--- src/rtl/s32x_sdr_bridge.sv ---
`default_nettype none
// +----------------------------------------------------------------------------+
// | Module  : s32x_sdr_bridge                                                  |
// | Brief   : SH-2 SDRAM port to board controller bridge with a 2-entry posted |
// |           write queue and a registered single-word read path.              |
// | Revision: 1.0 - initial release                                            |
// +----------------------------------------------------------------------------+
module s32x_sdr_bridge #(
  parameter int QDEPTH = 2
) (
  input  logic        CLK,
  input  logic        RST,
  input  logic [16:0] SDR_A,
  input  logic [15:0] SDR_DO,
  input  logic        SDR_CS,
  input  logic [1:0]  SDR_WE,
  input  logic        SDR_RD,
  output logic [15:0] SDR_DI,
  output logic        SDR_WAIT,
  output logic [16:0] MEM_A,
  output logic [15:0] MEM_DO,
  output logic [1:0]  MEM_BE,
  output logic        MEM_WE,
  output logic        MEM_REQ,
  input  logic [15:0] MEM_DI,
  input  logic        MEM_ACK
);

  // Only a depth of 2 is supported: 1-bit pointers wrap 1->0.
  localparam logic [1:0] c_QDEPTH = 2'(QDEPTH);

  typedef enum logic [1:0] {
    S_IDLE = 2'd0,
    S_WR   = 2'd1,
    S_RD   = 2'd2
  } state_t;

  state_t      r_state;
  logic [16:0] r_qa  [0:1];
  logic [15:0] r_qd  [0:1];
  logic [1:0]  r_qbe [0:1];
  logic        r_wptr;
  logic        r_rptr;
  logic [1:0]  r_count;
  logic        r_served;
  logic [15:0] r_rdata;
  logic [16:0] r_mem_a;
  logic [15:0] r_mem_do;
  logic [1:0]  r_mem_be;
  logic        r_mem_we;
  logic        r_mem_req;

  logic w_acc;
  logic w_wr;
  logic w_rd;
  logic w_space;
  logic w_push;
  logic w_pop;

  assign w_acc   = SDR_CS & (SDR_RD | (|SDR_WE));
  assign w_wr    = w_acc & (|SDR_WE);
  assign w_rd    = w_acc & ~(|SDR_WE);
  assign w_space = (r_count < c_QDEPTH);
  assign w_push  = w_wr & ~r_served & w_space;
  assign w_pop   = (r_state == S_WR) & MEM_ACK;

  assign SDR_WAIT = w_acc & ~r_served & ~(w_wr & w_space);
  assign SDR_DI   = r_rdata;
  assign MEM_A    = r_mem_a;
  assign MEM_DO   = r_mem_do;
  assign MEM_BE   = r_mem_be;
  assign MEM_WE   = r_mem_we;
  assign MEM_REQ  = r_mem_req;

  // Queue payload needs no reset; occupancy is tracked by r_count alone.
  always_ff @(posedge CLK) begin
    if (w_push) begin
      r_qa[r_wptr]  <= SDR_A;
      r_qd[r_wptr]  <= SDR_DO;
      r_qbe[r_wptr] <= SDR_WE;
    end
  end

  always_ff @(posedge CLK) begin
    if (RST) begin
      r_state   <= S_IDLE;
      r_wptr    <= 1'b0;
      r_rptr    <= 1'b0;
      r_count   <= 2'd0;
      r_served  <= 1'b0;
      r_rdata   <= 16'h0000;
      r_mem_a   <= 17'h00000;
      r_mem_do  <= 16'h0000;
      r_mem_be  <= 2'b00;
      r_mem_we  <= 1'b0;
      r_mem_req <= 1'b0;
    end else begin
      if (w_push) r_wptr <= ~r_wptr;
      if (w_pop)  r_rptr <= ~r_rptr;

      case ({w_push, w_pop})
        2'b10:   r_count <= r_count + 2'd1;
        2'b01:   r_count <= r_count - 2'd1;
        default: r_count <= r_count;
      endcase

      if (!w_acc)
        r_served <= 1'b0;
      else if (w_push || ((r_state == S_RD) && MEM_ACK))
        r_served <= 1'b1;

      case (r_state)
        S_IDLE: begin
          if (r_count != 2'd0) begin
            r_mem_a   <= r_qa[r_rptr];
            r_mem_do  <= r_qd[r_rptr];
            r_mem_be  <= r_qbe[r_rptr];
            r_mem_we  <= 1'b1;
            r_mem_req <= 1'b1;
            r_state   <= S_WR;
          end else if (w_push) begin
            // Empty queue: present the incoming write straight away; it still
            // occupies the head slot and is popped on its ACK.
            r_mem_a   <= SDR_A;
            r_mem_do  <= SDR_DO;
            r_mem_be  <= SDR_WE;
            r_mem_we  <= 1'b1;
            r_mem_req <= 1'b1;
            r_state   <= S_WR;
          end else if (w_rd && !r_served) begin
            r_mem_a   <= SDR_A;
            r_mem_be  <= 2'b11;
            r_mem_we  <= 1'b0;
            r_mem_req <= 1'b1;
            r_state   <= S_RD;
          end
        end
        S_WR: begin
          if (MEM_ACK) begin
            r_mem_req <= 1'b0;
            r_state   <= S_IDLE;
          end
        end
        S_RD: begin
          if (MEM_ACK) begin
            r_rdata   <= MEM_DI;
            r_mem_req <= 1'b0;
            r_state   <= S_IDLE;
          end
        end
        default: begin
          r_mem_req <= 1'b0;
          r_state   <= S_IDLE;
        end
      endcase
    end
  end

endmodule
`default_nettype wire

--- config.mk ---
export PLATFORM = sky130hd
export DESIGN_NAME = s32x_sdr_bridge
export DESIGN_NICKNAME = d
export VERILOG_FILES = /design/src/rtl/s32x_sdr_bridge.sv
export SDC_FILE = /design/constraint.sdc
export NUM_CORES = 1
export LEC_CHECK = 0
export CAP_MARGIN = 15
export CORE_UTILIZATION = 55
export DETAILED_ROUTE_END_ITERATION = 6
export PLACE_DENSITY = 0.89
export SLEW_MARGIN = 20
export SYNTH_ARGS = -nofsm -noshare
export SYNTH_HDL_FRONTEND = slang
export SYNTH_SLANG_ARGS = --single-unit
--- constraint.sdc ---
create_clock -name CLK -period 11.26 [get_ports CLK]
set_input_delay 2.252 -clock CLK [delete_from_list [all_inputs] [get_ports CLK]]
set_output_delay 2.252 -clock CLK [all_outputs]
set_load 0.005 [all_outputs]
# Word level (Yosys, flattened, before mapping)
# Memories as Yosys holds them, arrays and structs flattened. A register that Yosys moved wholly into a read port is not among the register bits.
# Cells that the tools add are included.
# op_classes
n_mux	30
n_reduce_logical	16
n_eq_ne	6
addsub	2
bitwise	16
magnitude_cmp	1
# op_table
op	count
2-to-1 mux 17 bit	3
2-to-1 mux 16 bit	2
2-to-1 mux 1 bit	15
2-to-1 mux 2 bit	7
bitwise AND 1 bit	9
one-hot mux 2 bit (2 select lines)	2
AND reduction 2 bit	4
inverter 1 bit	6
nonzero test 2 bit	3
OR reduction 2 bit	3
== test 2 x 1 -> 1 bit (second input constant)	2
== test 2 bit (second input constant)	2
!= test 4 bit (second input constant)	1
nonzero test 3 bit	1
adder 2 x 1 -> 2 bit (second input constant)	1
logical AND 1 bit	2
zero test 2 bit	1
< comparator 2 bit (second input constant)	1
!= test 2 x 1 -> 1 bit (second input constant)	1
one-hot mux 1 bit (2 select lines)	1
subtractor 2 x 1 -> 2 bit (second input constant)	1
zero test 1 bit	1
logical OR 1 bit	1
bitwise OR 1 bit	1
# totals
inputBits	56
reg_bits	60
mem_count	3
ramBits	70
elab_cells	85
output_inout_bits	54
# memory_table
name	depth	word_bits	read_ports	rd_ports_with_merged_regs	write_ports	line_no	source
r_qa	2	17	1	1	1	39	logic [16:0] r_qa [0:1];
r_qd	2	16	1	1	1	40	logic [15:0] r_qd [0:1];
r_qbe	2	2	1	1	1	41	logic [1:0] r_qbe [0:1];

# Longest topological paths before layout
# Gate-level depths: netlist (run 1).
# depth
word_depth	9
depth_mapped	9
mapped_depth_nobuf	6

# Worst setup path before layout (run 1)
# No wires, ideal clock.
# synth_path
path_kind	input port to flip-flop
start	input SDR_CS
end	memory r_qa[0][0] (enable)
path_stages	2
setup_time_ps	515
slack_ps	5007
n_path_buf	0
t_arrival_ps	5738
t_required_ps	10745
path_cell_list	nand2b_1 nor4_1
# synth_between
elab_chain_len	6
# synth_lines
element	line_no	source
start, declared	15	input logic SDR_CS,
bitwise AND 1 bit	60	assign w_acc = SDR_CS & (SDR_RD | (|SDR_WE));
bitwise AND 1 bit	61	assign w_wr = w_acc & (|SDR_WE);
bitwise AND 1 bit (2 in a row)	64	assign w_push = w_wr & ~r_served & w_space;
2-to-1 mux 1 bit	77	if (w_push) begin
2-to-1 mux 1 bit (not written as such)	78	r_qa[r_wptr] <= SDR_A;
end, declared	39	
# Every way passes these cells.

# Final worst setup path (run 1)
# layout_path
start	input SDR_WE[1]
end	output SDR_WAIT
# layout_between
elab_chain_len	7
word_cells_on_any_way	8
classes_between	bitwise: 7; reduce/logical: 1
# layout_lines
element	line_no	source
start, declared	16	input logic [1:0] SDR_WE,
OR reduction 2 bit (*)	60, 61	
bitwise OR 1 bit	60	
bitwise AND 1 bit	60	
bitwise AND 1 bit	61	
bitwise AND 1 bit	67	assign SDR_WAIT = w_acc & ~r_served & ~(w_wr & w_space);
inverter 1 bit	67	
bitwise AND 1 bit (*)	67	
end, declared	19	output logic SDR_WAIT,
# Every way passes the cells marked *; elsewhere a longest branch is shown, timed or not.

==> flow_summary.rst, run 1 <==
.. list-table::
   :header-rows: 1

   * - Metric
     - Value
   * - Final weighted congestion in routability-driven placement
     - slightly below 0.8
   * - Worst EP required
     - 9.01 ns
   * - Synth Cell Area
     - 0.00531 mm^2
   * - Total power per unit cell area
     - approximately 230 mW/mm^2
   * - Vias
     - 3929
   * - Placement row count
     - 35
   * - Count leader, synth
     - nand2_1
   * - Proportion of synthesized flip-flops having asynchronous set or reset
     - 0%
   * - Fill cell total of the finished layout
     - 602
   * - Arrival time of the worst setup path
     - 3.89 ns
   * - Multiplexer area fraction after synthesis
     - 3.77%
   * - Synthesis warning total
     - 0
   * - Most frequently used flop master after synthesis
     - edfxtp_1
   * - Maximum fanout encountered on the critical timing path
     - 6
   * - Post-synthesis share of cell area spent on and, or, nand and nor gates
     - 12.9%
   * - Antenna cells
     - 0
   * - Mean instance size in the synthesized netlist
     - around 12 um^2
   * - Hold-fix buffers at CTS
     - 0
   * - Number of antenna violations at the first check in global routing
     - 0
   * - Number of pins with negative max-slew slack in the final report
     - 0
   * - Mean routed wirelength per cell
     - 17.8 um
   * - Smallest setup slack after layout
     - roughly 5.1 ns
   * - Source of the critical timing path
     - SDR_WE[1]
   * - TritonCTS clock tree
     - done
   * - Clock network fraction of total power
     - 30.0%
   * - Sequential share of the synthesized area
     - 62.5%
   * - Portion of synthesized cell area occupied by the leading cell type
     - 39.6%
   * - Number of synthesized flops with an enable pin
     - 70
   * - Placed Cells
     - around 660
   * - Type of the setup path with the least slack
     - input pin to output pin
   * - Achievable frequency
     - around 0.16 GHz
   * - CTS sink count
     - 131
   * - Leading cell types by total area after synthesis
     - edfxtp_1 (40%), dfxtp_1 (23%), nand2_1 (5.0%)
   * - Final total negative setup slack
     - 0 ns
   * - Global-route usage over all layers
     - 25.5%
   * - Fraction of layout cells with a size suffix above 1
     - 10.1%
   * - Wire length of the first global-routing pass
     - 19200 um
   * - Ranking of synthesized cells by instance count
     - nand2_1 (71), edfxtp_1 (70), dfxtp_1 (61), a21oi_1 (39), nor2b_1 (35)
   * - Ports placed on the boundary
     - 110
   * - Setup fix buffers added after clock tree synthesis
     - 0
   * - Via count of the first global-routing pass
     - 3967
   * - Part of the total power dissipated in combinational logic
     - 29.7%
   * - Net Sw Power
     - 529 uW
   * - Hold depth
     - 2
   * - RSZ-0062 raised after global routing
     - false
   * - Initial detailed-routing violation count
     - 194
   * - Fraction of the mapped netlist area in compound gates
     - between 10% and 20%
   * - Area Overhead vs Synth
     - 30.8%
   * - Vias per cell
     - 5.65
   * - H-tree levels
     - 4
   * - Sequential power share
     - 40.3%
   * - Util after Layout
     - 74.9%
   * - Critical Path Sink Type
     - output pin
   * - Standby leakage power
     - 2.34 nW
   * - Worst clock skew on the final layout
     - around 0.0074 ns
   * - Total grt overflow
     - 0
   * - Post_cts resized
     - 0
   * - DRC
     - 0
   * - Internal power
     - 1.09 mW
   * - Startpoint types
     - input pin
   * - Count of nets after finishing
     - 613
   * - Clock latency on the worst-skew pair
     - ~0.53 ns
   * - Setup violations, final
     - 0
   * - Total chip power
     - 1.62 mW
   * - Fin crit period
     - 6.15 ns
   * - Xor and xnor area share after synthesis
     - 0.659%
   * - Max-cap violations
     - 0
   * - Antenna Nets Post-Route
     - 0
   * - Path class of the lowest-slack min-delay path
     - register to register
   * - Root Driver
     - clkbuf_8
   * - Hold violation total from the final report
     - 0
   * - Total of flip-flops plus latches after synthesis
     - 131
   * - Startpoint of the worst hold path
     - SDR_DI[14]
   * - Path depth of the worst reg2reg path
     - 4
   * - Most area-hungry cell type in the Yosys netlist
     - edfxtp_1
   * - Fraction of the mapped netlist area in adder cells
     - 0.706%
   * - Number of port buffers
     - 109
   * - Worst setup slack after placement
     - a little over 5 ns
   * - Worst-Margin Slew
     - 1.05 ns
   * - Result of the run
     - completed
   * - IR Drop Worst-Case VDD
     - 144 uV
   * - Count of distinct cell types in the synthesized netlist
     - 42
   * - Overall routed net length
     - 12400 um
   * - Maximum number of pins on one net before global-route repair
     - 77
   * - Die Height
     - 100 um
   * - Die area
     - ~0.010 mm^2
   * - Reg2reg setup slack
     - 8.46 ns
   * - Switching power as a share of total power
     - about a third
   * - Final period util
     - 54.6%
   * - Dominant combinational cell family by area after synthesis
     - compound AO/OA/AOI/OAI gates
   * - HPWL after detailed placement
     - 7370 um
   * - Clock input transition at the sequential cells of the worst setup and hold paths
     - 0.06 ns
   * - Total CTS buffers
     - 17
   * - Launch instance of the worst register-to-register path
     - r_count[1]
   * - Post-Synthesis Cells
     - between 400 and 500
   * - Core Box Area
     - 0.00928 mm^2
   * - Slew HR
     - 30.1%
   * - Net Count, Synth
     - 516
   * - Pre-antenna DRT Iters
     - 7
   * - Initial Utilization
     - 57.2%
   * - Final non-filler cell total
     - a little under 700
   * - Die width
     - 100 um
   * - CTS Buffer Depth
     - 2
   * - Post-route cell area
     - 0.00695 mm^2
   * - Final worst hold slack
     - between 0.4 and 0.5 ns
   * - Placed cell area
     - 0.00642 mm^2
## sequential cells by signal, summed over array words and instances (netlist names), named ones only
register,flops
r_qa,34
r_qd,32
MEM_A,17
MEM_DO,16
SDR_DI,16
r_qbe,4
MEM_BE,2
r_count,2
r_state,2
MEM_REQ,1
MEM_WE,1
r_rptr,1
r_served,1
r_wptr,1
## per-layer routing
metal  vias up  global-route usage, %  wire length (um)
met2       130                   42.9              6310
li1       1853                      -                 -
met3        27                   6.48               705
met1      1919                   30.6              5080
met5         -                      0                 0
met4         0                   12.6               267
## power groups by stage
stage | registers, mW | logic [mW] | clock network [mW]
final | 0.652 | 0.482 | 0.485
after global routing | 0.661 | 0.519 | 0.509
after CTS | 0.651 | 0.483 | 0.487
after detailed placement | 0.658 | 0.478 | 0
after global placement | 0.655 | 0.464 | 0
after floorplan | 0.643 | 0.304 | 0
## critical path, cell delays in order
cell             delay [ns]
clkdlybuf4s50_1        0.50
nor2_1                 0.33
nand2_1                0.12
a21oi_1                0.14
clkdlybuf4s50_1        0.54
## worst paths after layout
path,to
setup / recovery,SDR_WAIT
hold / removal,SDR_DI[14]
setup reg to reg,MEM_DO[2]
hold reg to reg,SDR_DI[14]
## cell usage in the layout (no fill, tap or decap), types with 2 or more instances in the layout
master	n
clkdlybuf4s50_1	108
nand2_1	71
edfxtp_1	70
dfxtp_1	60
a21oi_1	39
nor2b_1	35
nor2_1	24
mux2i_1	20
o211ai_1	17
a211oi_1	16
clkbuf_16	16
o21ai_1	10
o21ai_0	9
o41ai_2	9
clkinvlp_4	8
o41ai_1	7
inv_1	3
o221a_2	3
xnor2_1	3
ha_1	3
inv_6	3
buf_4	3
or2_2	2
nand2b_1	2
o21a_1	2
clkinv_4	2
## area by class of cell
| type | count | area [um^2] | area share (%) |
|---|---|---|---|
| sequential | 131 | 3330 | 47.9 |
| clock buffer | 18 | 418 | 6.01 |
| multi-input combinational | 289 | 1820 | 26.1 |
| tap | 129 | 161 | 2.32 |
| inverter | 3 | 11.3 | 0.162 |
| clock inverter | 14 | 109 | 1.57 |
| timing repair buffer | 112 | 1110 | 15.9 |
## logic make-up after synthesis
group                    count (synthesis)
multiplexers                            20
AND/OR/NAND/NOR                        145
buffers and inverters                   37
adder cells (fa/ha/maj)                  3
flip-flops                             131
XOR/XNOR                                 4
AO/OA/AOI/OAI                          117
Note: power is estimated with default switching activity, not from simulation.
==> run 2, diff against run 1 <==
--- a/config.mk
+++ b/config.mk
@@ -6,9 +6,9 @@
 export NUM_CORES = 1
 export LEC_CHECK = 0
 export CAP_MARGIN = 15
-export CORE_UTILIZATION = 55
+export CORE_UTILIZATION = 46
 export DETAILED_ROUTE_END_ITERATION = 6
-export PLACE_DENSITY = 0.89
+export PLACE_DENSITY = 0.8
 export SLEW_MARGIN = 20
 export SYNTH_ARGS = -nofsm -noshare
 export SYNTH_HDL_FRONTEND = slang
==> constraint.sdc (replaced) <==
create_clock -name CLK -period 5.2 [get_ports CLK]
set_input_delay 1.04 -clock CLK [delete_from_list [all_inputs] [get_ports CLK]]
set_output_delay 1.04 -clock CLK [all_outputs]
set_load 0.005 [all_outputs]
==> run 2 against run 1 <==
  * Die area grew 19%
  * Global-route usage fell by 5.3 points
  * Non-clock buffer count unchanged
  * Critical path depth stayed put
  * Cell count up 1.6%
  * Via count decreased by 2.4%
  * Clock skew grew 0.0085 ns
  * Flip-flop and latch count unchanged
  * Clock power rose by 130%
  * Utilization shrank 11 points
  * Critical endpoint unchanged
==> flow_summary.rst, run 2 (synthesized netlist as in run 1, its figures left out) <==
.. list-table::
   :header-rows: 1

   * - Metric
     - Value
   * - Result of the run
     - completed
   * - Worst clock skew on the final layout
     - 0.0160 ns (+0.00853 ns)
   * - Final weighted congestion in routability-driven placement
     - 0.808 (+2.5%)
   * - Core Box Area
     - 0.0110 mm^2 (+19%)
   * - Flip-flop count of the largest register, all copies and words added
     - 34 (unchanged)
   * - Arrival time of the worst setup path
     - 2.66 ns (-1.23 ns)
   * - Source of the critical timing path
     - SDR_WE[1]
   * - RSZ-0062 raised after global routing
     - false
   * - Startpoint of the worst hold path
     - MEM_A[12]
   * - Worst-Margin Slew
     - 1.07 ns (+0.0172 ns)
   * - Fraction of layout cells with a size suffix above 1
     - 10.2% (+0.18 points)
   * - Startpoint types
     - input pin
   * - Clock input transition at the sequential cells of the worst setup and hold paths
     - 0.06 ns (about the same)
   * - Hold-fix buffers at CTS
     - 0 (unchanged)
   * - Placement row count
     - 38 (+8.6%)
   * - Die area
     - 0.0120 mm^2 (+19%)
   * - Die Height
     - 109 um (+9.2%)
   * - Launch instance of the worst register-to-register path
     - r_count[1]
   * - Setup fix buffers added after clock tree synthesis
     - 0 (unchanged)
   * - Number of pins with negative max-slew slack in the final report
     - 0 (unchanged)
   * - Fin crit period
     - between 3 and 4 ns
   * - Wire length of the first global-routing pass
     - 18400 um (-4.3%)
   * - Root Driver
     - clkbuf_16
   * - CTS sink count
     - 131 (unchanged)
   * - Total power per unit cell area
     - 511 mW/mm^2 (+120%)
   * - HPWL after detailed placement
     - 7270 um (-1.5%)
   * - Fill cell total of the finished layout
     - 858 (+43%)
   * - Delay of the slowest critical-path stage
     - 0.52 ns (-0.02 ns)
   * - Number of antenna violations at the first check in global routing
     - 0 (unchanged)
   * - IR Drop Worst-Case VDD
     - 330 uV (+130%)
   * - Critical Path Sink Type
     - output pin
   * - DRC
     - 0 (unchanged)
   * - Smallest setup slack after layout
     - 1.50 ns (-3.61 ns)
   * - Number of port buffers
     - 109 (unchanged)
   * - Largest register by flop count
     - r_qa
   * - Commonest cells after routing, fill and taps aside
     - clkdlybuf4s50_1 (108), nand2_1 (71), edfxtp_1 (70)
   * - Final total negative setup slack
     - 0 ns (unchanged)
   * - Total grt overflow
     - 0 (unchanged)
   * - Via count of the first global-routing pass
     - 3735 (-5.8%)
   * - Worst EP required
     - 4.16 ns (-4.85 ns)
   * - Total area of multi-input combinational cells
     - 0.00182 mm^2 (unchanged)
   * - Global-route usage over all layers
     - 20.2% (-5.3 points)
   * - Slowest cell on the critical path
     - clkdlybuf4s50_1
   * - Vias
     - 3836 (-2.4%)
   * - Post_cts resized
     - 0 (unchanged)
   * - Maximum fanout encountered on the critical timing path
     - 6 (unchanged)
   * - H-tree levels
     - 4 (unchanged)
   * - Hold violation total from the final report
     - 0 (unchanged)
   * - Most frequent CP cell
     - clkdlybuf4s50_1
   * - Type of the setup path with the least slack
     - input pin to output pin
   * - Total CTS buffers
     - 17 (unchanged)
   * - TritonCTS clock tree
     - done
   * - Die width
     - 109 um (+9.2%)
   * - Most common library cell in the layout ignoring fill and taps
     - clkdlybuf4s50_1
   * - Clock latency on the worst-skew pair
     - 0.41 ns (-0.12 ns)
   * - Mean routed wirelength per cell
     - 16.6 um (-6.6%)
   * - Max-cap violations
     - 0 (unchanged)
   * - Ports placed on the boundary
     - 110 (unchanged)
   * - Vias per cell
     - 5.43 (-3.9%)
   * - Worst setup slack after placement
     - 1.50 ns (-3.65 ns)
   * - Initial Utilization
     - 48.2% (-9.1 points)
   * - Setup violations, final
     - 0 (unchanged)
   * - Final period util
     - 71.1%
   * - Maximum number of pins on one net before global-route repair
     - 53 (-31%)
   * - Pre-antenna DRT Iters
     - 5 (-2)
   * - Path class of the lowest-slack min-delay path
     - register to register
   * - Area Overhead vs Synth
     - 31.8%
   * - Antenna Nets Post-Route
     - 0 (unchanged)
   * - CTS Buffer Depth
     - 2 (unchanged)
   * - Initial detailed-routing violation count
     - 263 (+36%)
   * - Standby leakage power
     - 2.39 nW (+2.1%)
   * - Count of nets after finishing
     - 613 (unchanged)
   * - CP cell instances
     - clkdlybuf4s50_1 -> nor2_1 -> nand2_1 -> a21oi_1 -> clkdlybuf4s50_1
   * - Achievable frequency
     - roughly 0.27 GHz
   * - Reg2reg setup slack
     - 2.50 ns (-5.96 ns)
   * - Register cell area after layout
     - 0.00333 mm^2 (unchanged)
   * - Slew HR
     - 29.0% (-1.1 points)
   * - Overall routed net length
     - 11700 um (-5.2%)
   * - Antenna cells
     - 0 (unchanged)
run 2: cell type report:
type | count | share of cell area [%]
Sequential cell | 131 | 47.5
Clock buffer | 18 | 6.43
Tap cell | 140 | 2.50
Timing Repair Buffer | 112 | 15.8
Inverter | 3 | 0.161
Multi-Input combinational cell | 289 | 25.9
Clock inverter | 14 | 1.64
run 2: metal layers:
layer	global-route usage (%)	part of all wire, %	up-vias	routed length (um)
met3	4.74	7.1	16	838
met5	0	0	-	0
met2	31.7	47	148	5540
met4	6.19	1.2	0	140
met1	27.7	44	1828	5200
li1	-	-	1844	-
run 2: metrics by stage:
step / power [mW] / area [um^2] / util, % / instances / hold slack [ns]
6_report: 3.58 / 7000 / 63.5 / 707 / 0.454
5_1_grt: 3.75 / 7000 / 63.5 / 707 / 0.485
4_1_cts: 3.60 / 7000 / 63.5 / 707 / 0.456
3_5_place_dp: 2.47 / 6430 / 58.3 / 675 / 0.448
3_3_place_gp: 2.43 / 6430 / 58.3 / 675 / 0.443
2_1_floorplan: 2.05 / 5310 / - / 457 / 0.453
run 2: worst paths after layout:
kind / to / cells past startpoint
max: SDR_WAIT / 5
min: MEM_A[12] / 2
max reg2reg: MEM_DO[3] / 4
min reg2reg: MEM_A[12] / 2
run 2: critical path: cells and delay by family:
family / cells / cell delay (ns)
buffers and inverters: 2 / 1.02
and+or+nand+nor: 2 / 0.44
AOI/OAI and AO/OA: 1 / 0.17
run 2: power by group:
part / total [mW] / leakage (nW) / switching, mW / internal [mW]
logic: 1.04 / 0.961 / 0.549 / 0.486
clock network: 1.13 / 0.280 / 0.478 / 0.652
registers: 1.42 / 1.14 / 0.128 / 1.29
==> run 3, diff against run 2 <==
--- a/config.mk
+++ b/config.mk
@@ -6,9 +6,9 @@
 export NUM_CORES = 1
 export LEC_CHECK = 0
 export CAP_MARGIN = 15
-export CORE_UTILIZATION = 46
+export CORE_UTILIZATION = 51
 export DETAILED_ROUTE_END_ITERATION = 6
-export PLACE_DENSITY = 0.8
+export PLACE_DENSITY = 0.84
 export SLEW_MARGIN = 20
 export SYNTH_ARGS = -nofsm -noshare
 export SYNTH_HDL_FRONTEND = slang
==> constraint.sdc (replaced) <==
create_clock -name CLK -period 3.6 [get_ports CLK]
set_input_delay 0.72 -clock CLK [delete_from_list [all_inputs] [get_ports CLK]]
set_output_delay 0.72 -clock CLK [all_outputs]
set_load 0.005 [all_outputs]
==> run 3 against run 2 <==
  * Hold slack improved by 0.0046 ns
  * Global-route usage is 3.5 points higher
  * Flip-flop and latch count unchanged
  * Clock-buffer cell count rose by 3
  * Register-to-register slack lost 1.2 ns
  * Routed wire length grew 6.2%
==> flow_summary.rst, run 3 (synthesized netlist as in run 1, its figures left out) <==
.. list-table::
   :header-rows: 1

   * - Metric
     - Value
   * - Hold depth
     - 2 (unchanged)
   * - Maximum number of pins on one net before global-route repair
     - 62 (+17%)
   * - Worst-Margin Slew
     - 0.847 ns (-0.218 ns)
   * - Initial detailed-routing violation count
     - 259 (-1.5%)
   * - Delay of the slowest critical-path stage
     - 0.53 ns (about the same)
   * - Setup violations, final
     - 0 (unchanged)
   * - IR Drop Worst-Case VDD
     - 446 uV (+35%)
   * - Root Driver
     - clkbuf_8
   * - Antenna cells
     - 0 (unchanged)
   * - Worst clock skew on the final layout
     - 0.00785 ns (-0.00812 ns)
   * - Worst setup slack after placement
     - 0.471 ns (-1.03 ns)
   * - Fill cell total of the finished layout
     - 675 (-21%)
   * - Vias per cell
     - 5.67 (+4.5%)
   * - Pre-antenna DRT Iters
     - 5 (unchanged)
   * - RSZ-0062 raised after global routing
     - false
   * - Number of port buffers
     - 109 (unchanged)
   * - Slowest cell on the critical path
     - clkdlybuf4s50_1
   * - Hold-fix buffers at CTS
     - 0 (unchanged)
   * - Final worst hold slack
     - 0.459 ns (+0.00464 ns)
   * - Met1 wire length
     - 5250 um (+0.87%)
   * - Reg2reg setup slack
     - 1.26 ns (-1.24 ns)
   * - Type of the setup path with the least slack
     - input pin to output pin
   * - Overall routed net length
     - 12500 um (+6.2%)
   * - Most frequent CP cell
     - clkdlybuf4s50_1
   * - Total CTS buffers
     - 17 (unchanged)
   * - Critical Path Sink Type
     - output pin
   * - Setup fix buffers added after clock tree synthesis
     - 0 (unchanged)
   * - Worst hold endpoint
     - SDR_DI[1]
   * - Sequential power share
     - 39.1% (-0.4 points)
   * - Number of antenna violations at the first check in global routing
     - 0 (unchanged)
   * - Die area
     - 0.0108 mm^2 (-9.6%)
   * - Mean routed wirelength per cell
     - 17.7 um (+6.5%)
   * - Final period util
     - 87.8%
   * - H-tree levels
     - 4 (unchanged)
   * - Fraction of layout cells with a size suffix above 1
     - 11.0% (+0.78 points)
   * - Total grt overflow
     - 0 (unchanged)
   * - Ports placed on the boundary
     - 110 (unchanged)
   * - Post_cts resized
     - 0 (unchanged)
   * - Slew HR
     - 43.4% (+14 points)
   * - Placed cell area
     - 0.00647 mm^2 (+0.58%)
   * - Path depth of the worst reg2reg path
     - 6 (+2)
   * - Clock input transition at the sequential cells of the worst setup and hold paths
     - 0.06 ns (about the same)
   * - TritonCTS clock tree
     - done
   * - Launch instance of the worst register-to-register path
     - r_state[0]
   * - Initial Utilization
     - 53.4% (+5.2 points)
   * - Core Box Area
     - 0.00995 mm^2 (-9.8%)
   * - Area Overhead vs Synth
     - 33.0%
   * - Smallest setup slack after layout
     - 0.438 ns (-1.06 ns)
   * - Path class of the lowest-slack min-delay path
     - register to register
   * - Result of the run
     - completed
   * - Depth of the critical timing path with buffers and inverters included
     - 5 (unchanged)
   * - Part of the total power dissipated in combinational logic
     - 29.4% (+0.5 points)
   * - Internal power
     - 3.58 mW (+47%)
   * - Net Sw Power
     - 1.66 mW (+44%)
   * - Critical path buffer and inverter count
     - 2 (unchanged)
   * - HPWL after detailed placement
     - 7570 um (+4.3%)
   * - Number of pins with negative max-slew slack in the final report
     - 0 (unchanged)
   * - Clock network fraction of total power
     - 31.6% (about the same)
   * - Most common library cell in the layout ignoring fill and taps
     - clkdlybuf4s50_1
   * - Worst EP required
     - 2.88 ns (-1.28 ns)
   * - Total power per unit cell area
     - 741 mW/mm^2 (+45%)
   * - Crit-path leading delay family
     - buffers and inverters
   * - Placement row count
     - 36 (-5.3%)
   * - Length of routed met2 wiring
     - 6140 um (+11%)
   * - Final total negative setup slack
     - 0 ns (unchanged)
   * - Vias
     - 3999 (+4.2%)
   * - Flip-flop count of the largest register, all copies and words added
     - 34 (unchanged)
   * - Max-cap violations
     - 0 (unchanged)
   * - Startpoint of the worst hold path
     - SDR_DI[1]
   * - Top routing layer in use
     - met4
   * - Largest register by flop count
     - r_qa
   * - Commonest cells after routing, fill and taps aside
     - clkdlybuf4s50_1 (108), nand2_1 (71), edfxtp_1 (70)
   * - Worst flop-to-flop path endpoint
     - MEM_A[4]
   * - Global-route usage over all layers
     - 23.7% (+3.5 points)
   * - Final weighted congestion in routability-driven placement
     - 0.802 (-0.78%)
   * - Arrival time of the worst setup path
     - 2.44 ns (-0.22 ns)
   * - Antenna Nets Post-Route
     - 0 (unchanged)
   * - Maximum fanout encountered on the critical timing path
     - 6 (unchanged)
   * - CP cell instances
     - clkdlybuf4s50_1 -> nor2_1 -> nand2_1 -> a21oi_1 -> clkdlybuf4s50_1
   * - Startpoint types
     - input pin
   * - Hold violation total from the final report
     - 0 (unchanged)
   * - Count of nets after finishing
     - 618 (+0.82%)
   * - CTS sink count
     - 131 (unchanged)
   * - Die width
     - 104 um (-4.9%)
   * - Wire length of the first global-routing pass
     - 19900 um (+8.5%)
   * - Clock latency on the worst-skew pair
     - 0.52 ns (+0.11 ns)
   * - Switching power as a share of total power
     - 31.7% (-0.56 points)
   * - Post-route cell area
     - 0.00707 mm^2 (+0.91%)
   * - Total chip power
     - 5.24 mW (+46%)
   * - DRC
     - 0 (unchanged)
   * - Standby leakage power
     - 2.42 nW (+1.3%)
   * - Achievable frequency
     - 0.316 GHz
   * - Die Height
     - 104 um (-4.9%)
   * - Detailed route wirelength on metal3
     - 907 um (+8.2%)
   * - CTS Buffer Depth
     - 2 (unchanged)
   * - Via count of the first global-routing pass
     - 4010 (+7.4%)
   * - Fin crit period
     - 3.16 ns
-- run 3: per-layer routing --
metal,global-route usage [%],up-vias
met1,29.8,1941
met4,8.57,0
met5,0,-
li1,-,1861
met3,6.45,22
met2,39.2,175
-- run 3: cell type report --
class / count / area (um^2) / area share (%)
clock buffers: 21 / 503 / 7.12
clock inverters: 11 / 86.3 / 1.22
inverters: 3 / 11.3 / 0.159
multi-input cells: 289 / 1820 / 25.8
flip-flops and latches: 131 / 3330 / 47.1
well taps: 133 / 166 / 2.35
repair buffers: 117 / 1150 / 16.3
-- run 3: worst max-delay path by stage --
stage / start / endpoint / slack (ns)
finish: SDR_WE[0] / SDR_WAIT / 0.44
CTS: SDR_WE[0] / SDR_WAIT / 0.47
floorplan: SDR_CS / r_qa[0][0] / 0.33
global route: SDR_WE[1] / SDR_WAIT / 0.38
detailed placement: SDR_WE[1] / SDR_WAIT / 0.47
global placement: SDR_WE[1] / SDR_WAIT / 0.54
-- run 3: power groups by stage --
| stage | Combinational (mW) | Sequential [mW] | Clock, mW |
|---|---|---|---|
| 6_report | 1.54 | 2.05 | 1.65 |
| 2_1_floorplan | 0.953 | 2.01 | 0 |
| 3_3_place_gp | 1.48 | 2.06 | 0 |
| 5_1_grt | 1.67 | 2.07 | 1.72 |
| 4_1_cts | 1.54 | 2.04 | 1.66 |
| 3_5_place_dp | 1.52 | 2.06 | 0 |
-- run 3: per-stage QoR --
step | cells | utilization (%)
6_report | 705 | 71.0
5_1_grt | 705 | 71.0
4_1_cts | 705 | 70.9
3_5_place_dp | 673 | 65.0
3_3_place_gp | 673 | 65.0
2_1_floorplan | 457 | -
-- run 3: worst register-to-register path: stages, from the launching register on --
cell and delay (ns):
dfxtp_1 0.31, inv_1 0.10, ha_1 0.44, o21a_1 0.32, a31o_1 0.64, o211ai_1 0.27
a21oi_1 0.17
